==> config.mk <==
export PLATFORM = sky130hd
export DESIGN_NAME = vco_period_meter
export DESIGN_NICKNAME = d
export VERILOG_FILES = /design/src/rtl/vco_period_meter.sv
export SDC_FILE = /design/constraint.sdc
export NUM_CORES = 1
export LEC_CHECK = 0
export ABC_CLOCK_PERIOD_IN_PS = 8600
export BUFFER_PORTS_ARGS = -buffer_cell sky130_fd_sc_hd__buf_4
export CAP_MARGIN = 20
export CELL_PAD_IN_SITES_DETAIL_PLACEMENT = 0
export CELL_PAD_IN_SITES_GLOBAL_PLACEMENT = 2
export CORE_UTILIZATION = 38
export DETAILED_ROUTE_END_ITERATION = 8
export GPL_TIMING_DRIVEN = 0
export PLACE_DENSITY_LB_ADDON = 0.05
export SLEW_MARGIN = 20
export SYNTH_ARGS = -nofsm -noshare
export SYNTH_HDL_FRONTEND = slang
export SYNTH_SLANG_ARGS = --single-unit
==> constraint.sdc <==
create_clock -name clk -period 8.6 [get_ports clk]
set_input_delay 1.29 -clock clk [delete_from_list [all_inputs] [get_ports clk]]
set_output_delay 1.29 -clock clk [all_outputs]
set_load 0.02 [all_outputs]
==> src/rtl/vco_period_meter.sv <==
// -----------------------------------------------------------------------------
// vco_period_meter
//
// Measures the oscillation period of a fixed-point VCO sample stream.
// The block detects rising zero crossings with hysteresis. It counts the
// valid samples between consecutive crossings and sums NPER = 2**LOG2_NPER
// consecutive periods into one registered estimate.
//
// Handshake: in_valid qualifies sample. When in_valid is low, the cycle is
// ignored and all measurement state holds. There is no back-pressure.
// period_valid and timeout are single-cycle pulses and never coincide.
//
// Ports
//   clk          in   sole clock, rising edge
//   reset        in   synchronous, active-high
//   in_valid     in   sample qualifier
//   sample       in   DATA_W signed VCO output sample
//   period       out  CNT_W+LOG2_NPER sum of the last NPER periods
//   period_valid out  pulse when period updates
//   locked       out  high once an estimate exists since reset/timeout
//   timeout      out  pulse when no crossing arrives within the count limit
//   dbg_state    out  current FSM state (0 = SEEK, 1 = MEASURE)
// -----------------------------------------------------------------------------
module vco_period_meter #(
    parameter int DATA_W    = 14,
    parameter int CNT_W     = 16,
    parameter int LOG2_NPER = 2,
    parameter int HYST      = 64
) (
    input  logic                       clk,
    input  logic                       reset,
    input  logic                       in_valid,
    input  logic [DATA_W-1:0]          sample,
    output logic [CNT_W+LOG2_NPER-1:0] period,
    output logic                       period_valid,
    output logic                       locked,
    output logic                       timeout,
    output logic                       dbg_state
);

    localparam int PW = CNT_W + LOG2_NPER;

    // Count value whose successor (2^CNT_W-1) triggers a timeout.
    localparam logic [CNT_W-1:0]     CNT_LAST = ~(CNT_W'(1));
    localparam logic [LOG2_NPER-1:0] K_LAST   = '1;
    localparam logic signed [DATA_W-1:0] NEG_HYST = DATA_W'(-HYST);

    typedef enum logic {
        SEEK    = 1'b0,
        MEASURE = 1'b1
    } state_t;

    state_t               state_q, state_d;
    logic                 armed_q, armed_d;
    logic [CNT_W-1:0]     cnt_q, cnt_d;
    logic [PW-1:0]        acc_q, acc_d;
    logic [LOG2_NPER-1:0] k_q, k_d;
    logic [PW-1:0]        period_q, period_d;
    logic                 period_valid_q, period_valid_d;
    logic                 locked_q, locked_d;
    logic                 timeout_q, timeout_d;

    logic                 arm_hit;
    logic                 crossing;
    logic [CNT_W-1:0]     p_len;
    logic [PW-1:0]        acc_sum;

    // Strictly below -HYST arms; a sample equal to -HYST does not.
    assign arm_hit  = $signed(sample) < NEG_HYST;
    // Rising crossing: armed and the sign bit clear (sample >= 0).
    assign crossing = armed_q && !sample[DATA_W-1];
    // The measured period includes the crossing sample itself.
    assign p_len    = cnt_q + 1'b1;
    assign acc_sum  = acc_q + PW'(p_len);

    always_comb begin
        state_d        = state_q;
        armed_d        = armed_q;
        cnt_d          = cnt_q;
        acc_d          = acc_q;
        k_d            = k_q;
        period_d       = period_q;
        period_valid_d = 1'b0;
        locked_d       = locked_q;
        timeout_d      = 1'b0;

        if (in_valid) begin
            if (crossing) begin
                armed_d = 1'b0;
            end else if (arm_hit) begin
                armed_d = 1'b1;
            end

            case (state_q)
                SEEK: begin
                    if (crossing) begin
                        state_d = MEASURE;
                        cnt_d   = '0;
                        acc_d   = '0;
                        k_d     = '0;
                    end
                end
                MEASURE: begin
                    // A crossing wins over a timeout on the same sample.
                    if (crossing) begin
                        cnt_d = '0;
                        if (k_q == K_LAST) begin
                            period_d       = acc_sum;
                            period_valid_d = 1'b1;
                            locked_d       = 1'b1;
                            acc_d          = '0;
                            k_d            = '0;
                        end else begin
                            acc_d = acc_sum;
                            k_d   = k_q + 1'b1;
                        end
                    end else if (cnt_q == CNT_LAST) begin
                        // period deliberately keeps its last value.
                        timeout_d = 1'b1;
                        locked_d  = 1'b0;
                        state_d   = SEEK;
                        armed_d   = 1'b0;
                        cnt_d     = '0;
                        acc_d     = '0;
                        k_d       = '0;
                    end else begin
                        cnt_d = cnt_q + 1'b1;
                    end
                end
                default: state_d = SEEK;
            endcase
        end
    end

    always_ff @(posedge clk) begin
        if (reset) begin
            state_q        <= SEEK;
            armed_q        <= 1'b0;
            cnt_q          <= '0;
            acc_q          <= '0;
            k_q            <= '0;
            period_q       <= '0;
            period_valid_q <= 1'b0;
            locked_q       <= 1'b0;
            timeout_q      <= 1'b0;
        end else begin
            state_q        <= state_d;
            armed_q        <= armed_d;
            cnt_q          <= cnt_d;
            acc_q          <= acc_d;
            k_q            <= k_d;
            period_q       <= period_d;
            period_valid_q <= period_valid_d;
            locked_q       <= locked_d;
            timeout_q      <= timeout_d;
        end
    end

    assign period       = period_q;
    assign period_valid = period_valid_q;
    assign locked       = locked_q;
    assign timeout      = timeout_q;
    assign dbg_state    = state_q;

endmodule

# == Word-level counts from Yosys, hierarchy flattened ==
# Cells that the tools add are included.
# Widths: inputs -> output; s select.
# totals
ff_bits,59
in_bits,17
output_inout_bits,22
elab_cells,58
# classes
n_addsub,3
n_lt_le_gt_ge,1
eq_ne,5
mux,28
bitwise,3
reduce_logical,9
# ops
op,n
$mux 18,4
$mux 16,3
$pmux 18 s2,1
$pmux 16 s2,1
$add 18x16->18,1
$add 16x1->16 const B,1
$eq 16x16->1 const B,1
$lt 14x7->1 const B,1
$mux 1,13
$mux 2,4
$reduce_and 4->1,2
$reduce_or 4->1,2
$pmux 2 s2,1
$ne 3x1->1 const B,1
$not 1->1,3
$reduce_and 3->1,1
$add 2x1->2 const B,1
$eq 2x2->1 const B,1
$ne 2x1->1 const B,1
$ne 2x2->1 const B,1
$pmux 1 s2,1
$reduce_and 2->1,1
$reduce_bool 2->1,1
$logic_and 1x1->1,1
$logic_not 1->1,1

# == Longest topological paths before layout ==
# depth
depth_word,6
mapped_depth,12
mapped_depth_nobuf,12

# == Least setup slack after synthesis ==
# No wires, ideal clock.
# synth_timing
path_kind,flip-flop to flip-flop
from,reg cnt_q[0]
to,reg acc_q[17]
setup_ns,0.074
arrival_ns,2.845
required_ns,8.526
path_slack_ns,5.681
path_stages_with_launch,13
path_buffers,1
period_less_slack_ns,2.919
path_cell_list,dfxtp_1 > ha_1 > inv_1 > nor4_1 > xor2_1 > ha_1 > buf_2 > nand4_1 > nor4_1 > a22o_1 > o21ai_1 > or3b_1 > a31oi_1
# synth_between
elab_chain_len,5
word_cells_on_any_way,8
cone_classes,add/sub: 2; eq/ne: 2; mux: 3; reduce/logical: 1
# synth_lines
element,line_no,rtl
from (decl),55,"logic [CNT_W-1:0] cnt_q, cnt_d;"
from (signal assigned),149,cnt_q <= cnt_d;
$add 16x1->16,73,assign p_len = cnt_q + 1'b1;
$add 18x16->18,74,assign acc_sum = acc_q + PW'(p_len);
$mux 18,107,if (k_q == K_LAST) begin
$mux 18,105,if (crossing) begin
$pmux 18 s2,94,case (state_q)
to (signal assigned),140,acc_q <= '0;
to (signal assigned),150,acc_q <= acc_d;
to (decl),56,"logic [PW-1:0] acc_q, acc_d;"
# Several ways; a longest one is shown, not always the timed one.
# A chain may end at the register's enable or synchronous reset.

# == Final worst setup path ==
# Ends and elaborated chain as after synthesis.

==> reports/metrics.yaml <==
status: "completed"
post_cts_buffers: 0
ant_nets: 0
yosysSeqAreaShare_pct: 34.80
synthArstFlopShare_pct: 0
setup_viol: 0
vdd_drop_max_v: 0.00008609
hold_viol: 0
start_util_pct: 39.11
core-area_mm2: 0.008678
via_count: 3058
grt_start_max_net_pins: 11
worst_pin_slew_ns: 0.6547
synth.area.top_cells: "dfxtp_1 (35%), ha_1 (7.0%), nand2_1 (5.9%)"
final_layout_size_suffix_gt1_share_pct: 14.19
insertedDiodeCount: 0
dr.pass1.iters: 4
synth_top_family_by_area: "simple AND/OR/NAND/NOR gates"
die_area_mm2: 0.009315
worst_setup_path_end_kind: "flip-flop"
synth_common_cells: "dfxtp_1 (59), nand2_1 (53), a21oi_1 (37), nor2_1 (37), ha_1 (19)"
grt_pass1_wl_mm: 14.95
setup_slack_ns: 5.054
fmax_ghz: 0.2820
timing.setup.tns_ns: 0
post_drt_wl_per_cell_um: 16.61
htree_num_levels: 3
cts.clk_slew.worst_paths_ns: 0.07
area_growth_pct: 17.95
drcViolationCount: 0
cts-root-buf: "clkbuf_8"
start_kind: "flip-flop"
hp-class: "reg -> reg"
synth_top_area_share_pct: 34.80
min_period_ns: 3.546
n_fill_cell: 883
ys_ff_latch: 59
synthSimpleGateAreaFrac_pct: 24.03
ioPinCount: 39
overflow: 0
vias_per_cell: 5.403
fin_area_mm2: 0.004004
yosys.area.top_type: "dfxtp_1"
place.gp.congestion: 0.8559
syn_inst: 411
timing.max_slew.rel_slack_pct: 56.02
grt_setup_unrepaired: "no"
fin_nets: 490
ctsHoldBuffers: 0
report.final.slew_viol_count: 0
syn_area_per_cell_um2: 8.259
dp_hpwl_mm: 7.018
rows: 34
io_buffer_count: 31
synth-compound-area-share_pct: 21.67
dp_slack_ns: 5.085
synth.distinct_cells: 55
wirelength_mm: 9.401
drt_iter0_drc: 128
synthesis.nets: 448
ctsLongestPathBuffers: 2
worstSetupPathType: "reg -> reg"
place_area_mm2: 0.003762
ys.warnings.count: 0
yosysMostFrequentCell: "dfxtp_1"
grt_usage_pct: 21.96
power_leakage_nw: 1.710
cts-resized-gates: 0
cp.arrival_ns: 3.82
grt_pass1_vias: 2821
ys.flop_type: "dfxtp_1"
syn_area_mm2: 0.003395
antenna_found_initial: 0
power_density_mw_per_mm2: 152.3
fp.dieH_um: 96.52
chipWidth_um: 96.52
finalClockSkew_ns: 0.009008
clock_latency_ns: 0.35
fin_crit_sh_pct: 41.23
drv_cap: 0
cp_max_fo: 9
cts_buffers: 9
cts.sinks: 59
synth_edf_count: 0
cts_tree: "done"
synth-xor-area-share_pct: 6.966
synth_adder_area_share_pct: 7.593
critPathRequiredTime_ns: 8.87
synth_mux_area_share_pct: 0.5898
## critical path, stage by stage, from the launching register on
cell	delay (ns)
dfxtp_1	0.44
ha_1	0.27
inv_1	0.12
nor4_1	0.60
xor2_1	0.20
ha_1	0.32
buf_2	0.20
nand4_1	0.18
nor4_1	0.31
a22o_1	0.19
o21ai_1	0.12
or3b_1	0.39
a31oi_1	0.12
## layout by cell type, fill, tap and decap left out, drive strengths merged, types with 15 or more instances in the layout
cell and count:
clkbuf 22, nand2 53, buf 43, nor2 37
o21ai 19, nor3 15, a21oi 38, dfxtp 59
ha 19
## kinds of logic after synthesis
group                      after synthesis
AOI/OAI and AO/OA                      113
xor gates and xnor gates                27
adders and majority gates               20
buffers and inverters                   29
DFF                                     59
muxes                                    2
and+or+nand+nor                        161
## final timing paths
check | end | slack [ns] | from | cells past startpoint
setup reg to reg | acc_q[17] | 5.05 | cnt_q[0] | 12
hold / removal | period[10] | 0.46 | period[10] | 2
setup / recovery | acc_q[17] | 5.05 | cnt_q[0] | 12
hold reg to reg | period[10] | 0.46 | period[10] | 2
## stage by stage
stage | utilization (%) | hold WS (ns) | total power [mW] | cells
5_1_grt | 46.14 | 0.4764 | 0.6327 | 566
4_1_cts | 46.14 | 0.4573 | 0.6183 | 566
3_3_place_gp | 43.35 | 0.4458 | 0.3007 | 550
2_1_floorplan | - | 0.4310 | 0.2916 | 411
6_report | 46.14 | 0.4554 | 0.6097 | 566
3_5_place_dp | 43.35 | 0.4466 | 0.3007 | 550
## state kept, by name, summed over array words and instances (netlist names)
signal / flops
dbg_state: 1
acc_q: 18
locked: 1
k_q: 2
cnt_q: 16
armed_q: 1
timeout: 1
period_valid: 1
period: 18
## power by group
| part | internal, mW | switching (mW) |
|---|---|---|
| combinational | 0.00693 | 0.0128 |
| clock | 0.200 | 0.116 |
| sequential | 0.274 | 0.000717 |
## final cells by class
type	count	area, um2	share of cell area [%]
Tap cell	108	135.1	3.375
Sequential cell	59	1181	29.50
Timing Repair Buffer	31	232.7	5.812
Inverter	6	22.52	0.5625
Buffer	23	125.1	3.125
Clock buffer	11	141.4	3.531
Clock inverter	5	100.1	2.500
Multi-Input combinational cell	323	2066	51.59
## per-layer routing
layer,global-route usage (%),routed length [um],vias to the layer above
li1,-,-,1577
met1,29.79,4491,1419
met2,35.15,4404,52
met3,3.599,373,10
met4,7.475,133,0
met5,0,0,-
Power figures use the tool's default switching activity.
